==> src/rtl/connect4_pkg.sv <==
// Purpose : shared command encoding, UART byte codes and key indices for the connect-4 input front end.
// Latency : n/a (types, constants and a pure decode function only).
// Backpres: n/a.
package connect4_pkg;

  typedef enum logic [2:0] {
    CMD_NONE,
    CMD_LEFT,
    CMD_RIGHT,
    CMD_ACCEPT,
    CMD_RESET
  } cmd_e;

  typedef enum logic {
    WIN_IDLE,
    WIN_WAIT
  } win_state_e;

  localparam logic [7:0] UART_RIGHT  = 8'h01;
  localparam logic [7:0] UART_LEFT   = 8'h02;
  localparam logic [7:0] UART_ACCEPT = 8'h03;
  localparam logic [7:0] UART_RESET  = 8'h04;

  localparam int KEY_LEFT   = 0;
  localparam int KEY_RIGHT  = 1;
  localparam int KEY_ACCEPT = 2;
  localparam int KEY_RESET  = 3;

  // Map a received UART byte onto a command; unknown bytes are ignored.
  function automatic cmd_e uart_decode(input logic [7:0] b);
    case (b)
      UART_RIGHT:  return CMD_RIGHT;
      UART_LEFT:   return CMD_LEFT;
      UART_ACCEPT: return CMD_ACCEPT;
      UART_RESET:  return CMD_RESET;
      default:     return CMD_NONE;
    endcase
  endfunction

endpackage

==> src/rtl/btn_conditioner.sv <==
// Purpose : one raw active-low key -> 2-flop sync -> stable-count debounce -> registered press pulse.
// Latency : press pulse 2 (sync) + DEBOUNCE_CYC + 1 cycles after the raw key settles low.
// Backpres: none; free-running, pulse is a 1-cycle strobe.
// Ports   : clk, rstn (async active-low), key_n (raw, asynchronous), press (1-cycle released->pressed pulse).
module btn_conditioner #(
  parameter int DEBOUNCE_CYC = 250_000
) (
  input  logic clk,
  input  logic rstn,
  input  logic key_n,
  output logic press
);

  localparam int CW = $clog2(DEBOUNCE_CYC + 1);
  localparam logic [CW-1:0] CNT_LAST = CW'(DEBOUNCE_CYC - 1);

  logic [1:0]    sync_n;      // sync_n[1] is the synchronised key
  logic          deb_n;       // debounced level, 1 = released
  logic          deb_prev_n;
  logic [CW-1:0] cnt;

  always_ff @(posedge clk or negedge rstn) begin
    if (!rstn) begin
      sync_n     <= 2'b11;
      deb_n      <= 1'b1;
      deb_prev_n <= 1'b1;
      cnt        <= '0;
      press      <= 1'b0;
    end else begin
      sync_n     <= {sync_n[0], key_n};
      deb_prev_n <= deb_n;
      // Edge of the debounced level, registered: lands the cycle after the level update.
      press      <= deb_prev_n & ~deb_n;
      // Count consecutive cycles the synced input disagrees with the debounced level;
      // any agreeing cycle restarts the count.
      if (sync_n[1] != deb_n) begin
        if (cnt == CNT_LAST) begin
          deb_n <= sync_n[1];
          cnt   <= '0;
        end else begin
          cnt <= cnt + 1'b1;
        end
      end else begin
        cnt <= '0;
      end
    end
  end

endmodule

==> src/rtl/game_input_ctrl.sv <==
// Purpose : connect-4 input/timing front end: debounced keys + UART commands -> move/reset pulses,
//           per-turn countdown with auto-move, delayed post-win game reset.
// Latency : move/reset pulses 1 cycle after btn_pulse or uart_valid; win reset WIN_DELAY_CYC after win_flag rise.
// Backpres: none; all outputs are 1-cycle strobes, requests arriving together are arbitrated, not queued.
// Ports   : clk, rstn, key_n[NUM_BTN], uart_valid, uart_data[8], turn_active, win_flag ->
//           move_left, move_right, move_made, times_up, game_reset, btn_pulse[NUM_BTN], turn_secs[4].
module game_input_ctrl
  import connect4_pkg::*;
#(
  parameter int CLK_HZ        = 25_000_000,
  parameter int NUM_BTN       = 4,
  parameter int DEBOUNCE_CYC  = 250_000,
  parameter int TURN_SEC      = 10,
  parameter int WIN_DELAY_CYC = 12_500_000,
  parameter int UART_EN       = 1
) (
  input  logic               clk,
  input  logic               rstn,
  input  logic [NUM_BTN-1:0] key_n,
  input  logic               uart_valid,
  input  logic [7:0]         uart_data,
  input  logic               turn_active,
  input  logic               win_flag,
  output logic               move_left,
  output logic               move_right,
  output logic               move_made,
  output logic               times_up,
  output logic               game_reset,
  output logic [NUM_BTN-1:0] btn_pulse,
  output logic [3:0]         turn_secs
);

  localparam int PW = (CLK_HZ > 1) ? $clog2(CLK_HZ) : 1;
  localparam int WW = $clog2(WIN_DELAY_CYC + 1);
  localparam logic [PW-1:0] PRESC_LAST = PW'(CLK_HZ - 1);
  localparam logic [3:0]    SECS_MAX   = 4'(TURN_SEC);
  localparam logic [WW-1:0] WIN_LAST   = WW'(WIN_DELAY_CYC - 1);

  // ---------------- key conditioning ----------------
  for (genvar i = 0; i < NUM_BTN; i++) begin : g_btn
    btn_conditioner #(
      .DEBOUNCE_CYC(DEBOUNCE_CYC)
    ) u_btn (
      .clk  (clk),
      .rstn (rstn),
      .key_n(key_n[i]),
      .press(btn_pulse[i])
    );
  end

  // ---------------- request merge ----------------
  cmd_e uart_cmd;
  logic req_left, req_right, req_accept, req_reset;

  always_comb begin
    uart_cmd = CMD_NONE;
    if (UART_EN != 0 && uart_valid) uart_cmd = uart_decode(uart_data);
    // Key and UART asking for the same thing in one cycle collapse into one request.
    req_left   = btn_pulse[KEY_LEFT]   || (uart_cmd == CMD_LEFT);
    req_right  = btn_pulse[KEY_RIGHT]  || (uart_cmd == CMD_RIGHT);
    req_accept = btn_pulse[KEY_ACCEPT] || (uart_cmd == CMD_ACCEPT);
    req_reset  = btn_pulse[KEY_RESET]  || (uart_cmd == CMD_RESET);
  end

  // ---------------- turn timer ----------------
  logic [PW-1:0] presc;
  logic          timer_clr, presc_wrap, timeout_evt;

  // Registered move_made/game_reset clear the timer, so the clear lands the cycle after the pulse.
  assign timer_clr  = move_made | game_reset;
  assign presc_wrap = turn_active && (presc == PRESC_LAST);
  // Fires only on the step into TURN_SEC; saturation prevents a repeat until the timer is cleared.
  assign timeout_evt = presc_wrap && !timer_clr && (turn_secs == SECS_MAX - 4'd1);

  always_ff @(posedge clk or negedge rstn) begin
    if (!rstn) begin
      presc     <= '0;
      turn_secs <= '0;
    end else if (timer_clr) begin
      presc     <= '0;
      turn_secs <= '0;
    end else if (turn_active) begin
      if (presc_wrap) begin
        presc <= '0;
        if (turn_secs != SECS_MAX) turn_secs <= turn_secs + 4'd1;
      end else begin
        presc <= presc + 1'b1;
      end
    end
  end

  // ---------------- post-win delay FSM ----------------
  win_state_e    win_state, win_state_nx;
  logic [WW-1:0] win_cnt, win_cnt_nx;
  logic          win_prev;
  logic          win_fire;

  always_ff @(posedge clk or negedge rstn) begin
    if (!rstn) begin
      win_state <= WIN_IDLE;
      win_cnt   <= '0;
      // Treated as already high so a win_flag held high across reset is not seen as a new win.
      win_prev  <= 1'b1;
    end else begin
      win_state <= win_state_nx;
      win_cnt   <= win_cnt_nx;
      win_prev  <= win_flag;
    end
  end

  always_comb begin
    win_state_nx = win_state;
    win_cnt_nx   = win_cnt;
    win_fire     = 1'b0;
    case (win_state)
      WIN_IDLE: begin
        if (win_flag && !win_prev) begin
          // The rise cycle itself is count 0, so the next cycle holds count 1.
          win_state_nx = WIN_WAIT;
          win_cnt_nx   = WW'(1);
        end
      end
      WIN_WAIT: begin
        if (win_cnt == WIN_LAST) begin
          win_fire     = 1'b1;
          win_state_nx = WIN_IDLE;
          win_cnt_nx   = '0;
        end else if (req_reset) begin
          win_state_nx = WIN_IDLE;
          win_cnt_nx   = '0;
        end else begin
          win_cnt_nx = win_cnt + 1'b1;
        end
      end
      default: begin
        win_state_nx = WIN_IDLE;
        win_cnt_nx   = '0;
      end
    endcase
  end

  // ---------------- arbitration + output registers ----------------
  logic nx_left, nx_right, nx_made, nx_times_up, nx_reset, allow_move;

  always_comb begin
    nx_reset    = req_reset || win_fire;
    // Reset wins outright; the win wait blocks every move source including timeout.
    allow_move  = !nx_reset && (win_state != WIN_WAIT);
    nx_left     = allow_move && req_left  && !req_right && !req_accept;
    nx_right    = allow_move && req_right && !req_left  && !req_accept;
    nx_made     = allow_move && (req_accept || timeout_evt);
    nx_times_up = allow_move && timeout_evt;
  end

  always_ff @(posedge clk or negedge rstn) begin
    if (!rstn) begin
      move_left  <= 1'b0;
      move_right <= 1'b0;
      move_made  <= 1'b0;
      times_up   <= 1'b0;
      game_reset <= 1'b0;
    end else begin
      move_left  <= nx_left;
      move_right <= nx_right;
      move_made  <= nx_made;
      times_up   <= nx_times_up;
      game_reset <= nx_reset;
    end
  end

endmodule

==> config.mk <==
export PLATFORM = sky130hd
export DESIGN_NAME = game_input_ctrl
export DESIGN_NICKNAME = d
export VERILOG_FILES = /design/src/rtl/connect4_pkg.sv /design/src/rtl/btn_conditioner.sv /design/src/rtl/game_input_ctrl.sv
export SDC_FILE = /design/constraint.sdc
export NUM_CORES = 1
export LEC_CHECK = 0
export CORE_UTILIZATION = 49
export DETAILED_ROUTE_END_ITERATION = 10
export GPL_TIMING_DRIVEN = 0
export PLACE_DENSITY_LB_ADDON = 0.05
export SYNTH_ARGS = -nofsm -noshare
export SYNTH_HDL_FRONTEND = slang
export SYNTH_SLANG_ARGS = --single-unit
==> constraint.sdc <==
create_clock -name clk -period 2.68 [get_ports clk]
set_clock_uncertainty 0.05 [all_clocks]
set_input_delay 0.402 -clock clk [delete_from_list [all_inputs] [get_ports clk]]
set_output_delay 0.402 -clock clk [all_outputs]
set_load 0.05 [all_outputs]
Yosys cells after proc, flatten, opt, wreduce, memory -nomap -nowiden
Cells that the tools add are included.
{ "totals": {"ff_bits": 152, "in_bits": 17, "output_inout_bits": 13} }
{ "classes": {"add_sub_neg": 7, "eq_ne": 21, "n_mux": 27, "bitwise_logic": 10, "n_reduce_logical": 33} }
{ "op_table": {"columns": ["cell", "n"], "rows": [
  ["$mux W18", 8],
  ["$mux W25", 3],
  ["$add A18 B1 Y18 const B", 4],
  ["$eq A18 B18 Y1 const B", 4],
  ["$mux W24", 3],
  ["$pmux W24 S2", 1],
  ["$add A25 B1 Y25 const B", 1],
  ["$eq A25 B25 Y1 const B", 1],
  ["$add A24 B1 Y24 const B", 1],
  ["$eq A24 B24 Y1 const B", 1],
  ["$eq A8 B2 Y1 const B", 2],
  ["$mux W4", 4],
  ["$logic_and A1 B1 Y1", 13],
  ["$pmux W3 S4", 1],
  ["$eq A8 B1 Y1 const B", 1],
  ["$eq A8 B3 Y1 const B", 1],
  ["$reduce_and A2 Y1", 4],
  ["$eq A3 B2 Y1 const B", 2],
  ["$logic_not A1 Y1", 6],
  ["$logic_or A1 B1 Y1", 6],
  ["$reduce_bool A2 Y1", 3],
  ["$mux W1", 5],
  ["$not A1 Y1", 5],
  ["$add A4 B1 Y4 const B", 1],
  ["other kinds (11)", 17]
]} }

Longest topological paths before layout
{ "logic_depth": {"depth_word": 11, "mapped_depth": 9} }

Hierarchy
From an unflattened synthesis, not the netlist that was laid out.
{ "hier_totals": {"cells_unflattened": 768, "area_unflattened_um2": 7687.4} }
{ "by_module_without_submodules": {"columns": ["module", "instances", "cells_each", "area_per_inst_um2"], "rows": [
  ["btn_conditioner", 4, 101, 1091.0],
  ["game_input_ctrl", 1, 364, 3323.2]
]} }

Worst setup path after synthesis
Ideal clock, no wire load.
{ "synth_timing": {"path_type": "input port to flip-flop", "start": "input uart_data[3]", "end": "register win_cnt[21]", "setup_ps": 138, "t_arrival_ps": 1952, "slack_ps": 540, "stages": 7, "path_buffers": 2, "path_cell_list": "or4b_4 -> o311ai_4 -> o21ba_2 -> buf_2 -> buf_2 -> a31oi_1 -> a31oi_1"} }
{ "synth_between": {"elab_chain_cells": 8} }
{ "synth_lines": {"columns": ["element", "line", "rtl"], "rows": [
  ["start: declaration", "game_input_ctrl.sv:21", "input logic [7:0] uart_data,"],
  ["$eq A8 B3 Y1 (tied with other cells)", "connect4_pkg.sv:31", "case (b)"],
  ["$pmux W3 S4 (*)", "connect4_pkg.sv:31", null],
  ["$mux W3 (*)", "game_input_ctrl.sv:57", "if (UART_EN != 0 && uart_valid) uart_cmd = uart_decode(uart_data);"],
  ["$eq A3 B3 Y1 (*)", "game_input_ctrl.sv:62", "req_reset = btn_pulse[KEY_RESET] || (uart_cmd == CMD_RESET);"],
  ["$logic_or A1 B1 Y1 (*)", "game_input_ctrl.sv:62", null],
  ["$mux W24 (*)", "game_input_ctrl.sv:128", "end else if (req_reset) begin"],
  ["$mux W24 (*)", "game_input_ctrl.sv:124", "if (win_cnt == WIN_LAST) begin"],
  ["$pmux W24 S2 (*)", "game_input_ctrl.sv:115", "case (win_state)"],
  ["end signal: assignment", "game_input_ctrl.sv:106", "win_cnt <= win_cnt_nx;"],
  ["end: declaration", "game_input_ctrl.sv:94", "logic [WW-1:0] win_cnt, win_cnt_nx;"]
]} }
Every way passes the cells marked *; elsewhere a longest branch is shown, timed or not.
A chain may end at the register's enable or synchronous reset.

Final worst setup path
{ "layout_timing": {"start": "register g_btn[0].u_btn.cnt[11]", "end": "register g_btn[0].u_btn.cnt[15]"} }
{ "layout_between": {"elab_chain_cells": 3} }
{ "layout_lines": {"columns": ["element", "line", "rtl"], "rows": [
  ["start: declaration", "btn_conditioner.sv:20", "logic [CW-1:0] cnt;"],
  ["start signal: assignment", "btn_conditioner.sv:41", "cnt <= cnt + 1'b1;"],
  ["$add A18 B1 Y18 or $eq A18 B18 Y1 (tied branches)", "btn_conditioner.sv:41, btn_conditioner.sv:37", null],
  ["$mux W18 (*)", "btn_conditioner.sv:37", "if (cnt == CNT_LAST) begin"],
  ["$mux W18 (*)", "btn_conditioner.sv:36", "if (sync_n[1] != deb_n) begin"]
]} }
Marked as above.

==> summary.txt <==
Status
  • Status: finished, violations left
  • Failing checks: DRC

Synth
  • Number of synthesized flops with an enable pin: 0
  • Synth unique cells: 58
  • Post-Syn Area: 7480 sq um
  • Cell taking the most area after synthesis: dfrtp_1
  • Post-synth top cells: dfrtp_1 (135), nor2_1 (121), nand2_1 (62)
  • Top cell type's share of synthesized area: 45.2%
  • Most common cell in the synthesized netlist: dfrtp_1
  • Synth warnings: 0
  • Yosys reg bits: 152
  • Top_reg_cell synth: dfrtp_1
  • Register area share after synthesis: 51.1%
  • FFs w/ async S/R, synth: 100%
  • Cells after Synth: 762
  • Syn Nets: 788
  • Mapped Avg Cell Area: 9.81 sq um
  • Top post-synthesis cells by area: dfrtp_1 (45%), nor2_1 (6.1%), dfstp_2 (6.0%)

Clock tree
  • CTS Buffer Depth: 2
  • H-tree levels: 4
  • Clock-pin slew on the worst setup and hold paths: 0.06 ns
  • Number of post-CTS setup repair buffers: 0
  • CTS Buf Count: 17
  • CTS tree: done
  • Clock Root Buffer: clkbuf_16
  • Worst-Skew Late Latency: 0.43 ns
  • Clk sinks: 152

Placement
  • Placed insts: 976
  • Post-DP Area: 8030 sq um
  • Routability cong.: 0.837
  • Post-DP HPWL: 10500 microns
  • Port bufs: 29

Worst hold path
  • Worst Hold Path Cells: 0
  • Hold WC Path Type: reg2reg
  • Hold wc startpoint: g_btn[2].u_btn.sync_n[0]$_DFF_PN1_

Worst setup path
  • CP required: 2.92 ns
  • Register-to-Register Path Depth: 7
  • Startpoint types: flip-flop
  • Crit path from: g_btn[0].u_btn.cnt[11]$_DFF_PN0_
  • CP arrival: 2.66 ns
  • R2r startpoint: g_btn[0].u_btn.cnt[11]$_DFF_PN0_
  • CP endpoint kind: flip-flop
  • Crit path kind: reg2reg
  • Crit-path max FO: 10

Pwr
  • Total power: 5.26 mW
  • Register share of total power: 48.6%
  • Lkg Pwr: 3.69 nW
  • Pint: 3.99 mW
  • Peak supply drop: 0.463 mV
  • Clock power share: 44.4%
  • Power share of the combinational group: 7.0%
  • Switching fraction of total power: 24.1%
  • NetSw: 1.27 mW
  • Pwr/cell area: 611 nW/um^2

Global routing
  • Total track usage: 21.0%
  • Pin count of the biggest net entering global routing: 102
  • Initial antenna violation count: 0
  • Vias in the first global route: 5625
  • Total gr overflow: 0
  • First-pass GRT wire length: 26800 microns

Routing
  • Total wire length: 15400 microns
  • Total number of vias: 5727
  • Pre-antenna DRT Iters: 9
  • Remaining DRCs: 6
  • DRT iter0 DRCs: 392
  • Post-route ant nets: 0
  • WL/cell: 15.2 microns
  • Via/cell ratio: 5.68

Final layout
  • Antenna Cells: 0
  • Design area: 8610 sq um
  • FILL cells: 1264
  • Share of cells above drive strength 1: 9.21%
  • Area growth from synthesis to layout: 15.1%
  • Finished Layout Cells: 1009
  • Final #Nets: 838

Die
  • Die Area: 15800 sq um
  • Die width: 126 microns
  • Initial core utilization: 50.9%
  • Die Y: 126 microns
  • Rows: 44
  • Core region area: 14700 sq um
  • IO Pins: 30

STA
  • Slew margin rel.: 35.7%
  • Fmax: 0.413 GHz
  • Final hold slack: 0.306 ns
  • Unrepaired setup endpoints after global routing: false
  • Setup TNS: 0 ns
  • Slew Viols, Final: 0
  • Period Utilization, post-route: 90.3%
  • # setup viols final: 0
  • Worst-Margin Slew: 0.956 ns
  • Min Tclk post-route: 2.42 ns
  • Final Hold Viols: 0

Job
  • Max_cap viols: 0
## layout by cell type, fill, tap and decap left out, types with 6 or more instances in the layout
| cell type | instances |
|---|---|
| dfrtp_1 | 135 |
| nor2_1 | 121 |
| nand2_1 | 62 |
| nand3_1 | 49 |
| xor2_1 | 47 |
| xnor2_1 | 42 |
| clkdlybuf4s50_1 | 28 |
| nand4_1 | 25 |
| a31oi_1 | 24 |
| clkbuf_1 | 20 |
| a21oi_1 | 20 |
| nor3_1 | 19 |
| and3_1 | 17 |
| inv_1 | 17 |
| clkbuf_16 | 17 |
| dfstp_2 | 17 |
| nor4_1 | 16 |
| and4_1 | 14 |
| o21ai_0 | 13 |
| nor2b_1 | 10 |
| ha_1 | 9 |
| nand2b_1 | 8 |
| nor4b_1 | 7 |
| buf_2 | 7 |
| and2_1 | 6 |
## metal layers
layer	track usage, %	share of wire [%]	up-vias
met5	0	0	-
met4	7.60	1.4	0
met3	3.89	3.4	18
met2	34.0	48	113
met1	28.2	47	2817
li1	-	-	2779
## sequential cells by signal (all words and copies together) (netlist names)
| name | count |
|---|---|
| win_cnt | 24 |
| times_up | 1 |
| g_btn.u_btn.deb_prev_n | 4 |
| win_prev | 1 |
| move_left | 1 |
| g_btn.u_btn.cnt | 72 |
| g_btn.u_btn.deb_n | 4 |
| move_made | 1 |
| g_btn.u_btn.sync_n | 8 |
| g_btn.u_btn.press | 4 |
| win_state | 1 |
| turn_secs | 4 |
| game_reset | 1 |
| move_right | 1 |
| presc | 25 |
## kinds of logic after synthesis
family	Yosys count	synth area share [%]
xor gates and xnor gates	89	10.4
adders and majority gates	9	1.51
DFF	152	51.1
AOI/OAI and AO/OA	84	7.46
buffers and inverters	44	2.53
and+or+nand+nor	377	25.9
muxes	7	1.00
## power groups by stage
| stage | logic, mW | registers, mW | clock network [mW] |
|---|---|---|---|
| final | 0.367 | 2.56 | 2.34 |
| after global placement | 0.348 | 2.58 | 0 |
| after floorplan | 0.237 | 2.55 | 0 |
| after CTS | 0.378 | 2.55 | 2.39 |
| after global routing | 0.424 | 2.57 | 2.48 |
| after detailed placement | 0.369 | 2.59 | 0 |
## repair_timing
item	4_1_cts	5_1_grt
hold buffers	1	0
gates resized for setup	0	0
endpoints found under the hold margin	44	0
## critical path: stages (launching register included)
cell and delay [ns]:
dfrtp_1 0.43, nor4b_1 0.38, nand2_1 0.09, nor4_1 0.33
nand2b_1 0.16, clkbuf_1 0.31, buf_1 0.42, nor2_1 0.11
## path summary, 6_finish.rpt
check	end	slack, ns
max in group asynchronous	g_btn[1].u_btn.deb_n$_DFFE_PN1P_	1.28
worst max register to register	g_btn[0].u_btn.cnt[15]$_DFF_PN0_	0.26
min in group asynchronous	win_cnt[13]$_DFFE_PN0P_	0.43
worst min register to register	g_btn[2].u_btn.sync_n[1]$_DFF_PN1_	0.31
worst max-delay path	g_btn[0].u_btn.cnt[15]$_DFF_PN0_	0.26
worst min-delay path	g_btn[2].u_btn.sync_n[1]$_DFF_PN1_	0.31
## cell type report
type                       count  area (sq um)  area share (%)
sequential                   152          3820            44.4
multi-input combinational    566          3460            40.2
clock buffer                  25           475            5.52
timing repair buffer          31           329            3.82
tap                          184           230            2.67
buffer                        27           125            1.45
clock inverter                 7          96.3            1.12
inverter                      17          63.8           0.741
## through the flow
step	worst slack, ns	utilization, %
after floorplan	0.540	-
after global placement	-4.88	54.4
after detailed placement	-0.0837	54.6
after CTS	0.229	58.6
after global routing	0.0343	58.6
final	0.259	58.6
No activity file was read; power rests on OpenSTA's default activity.
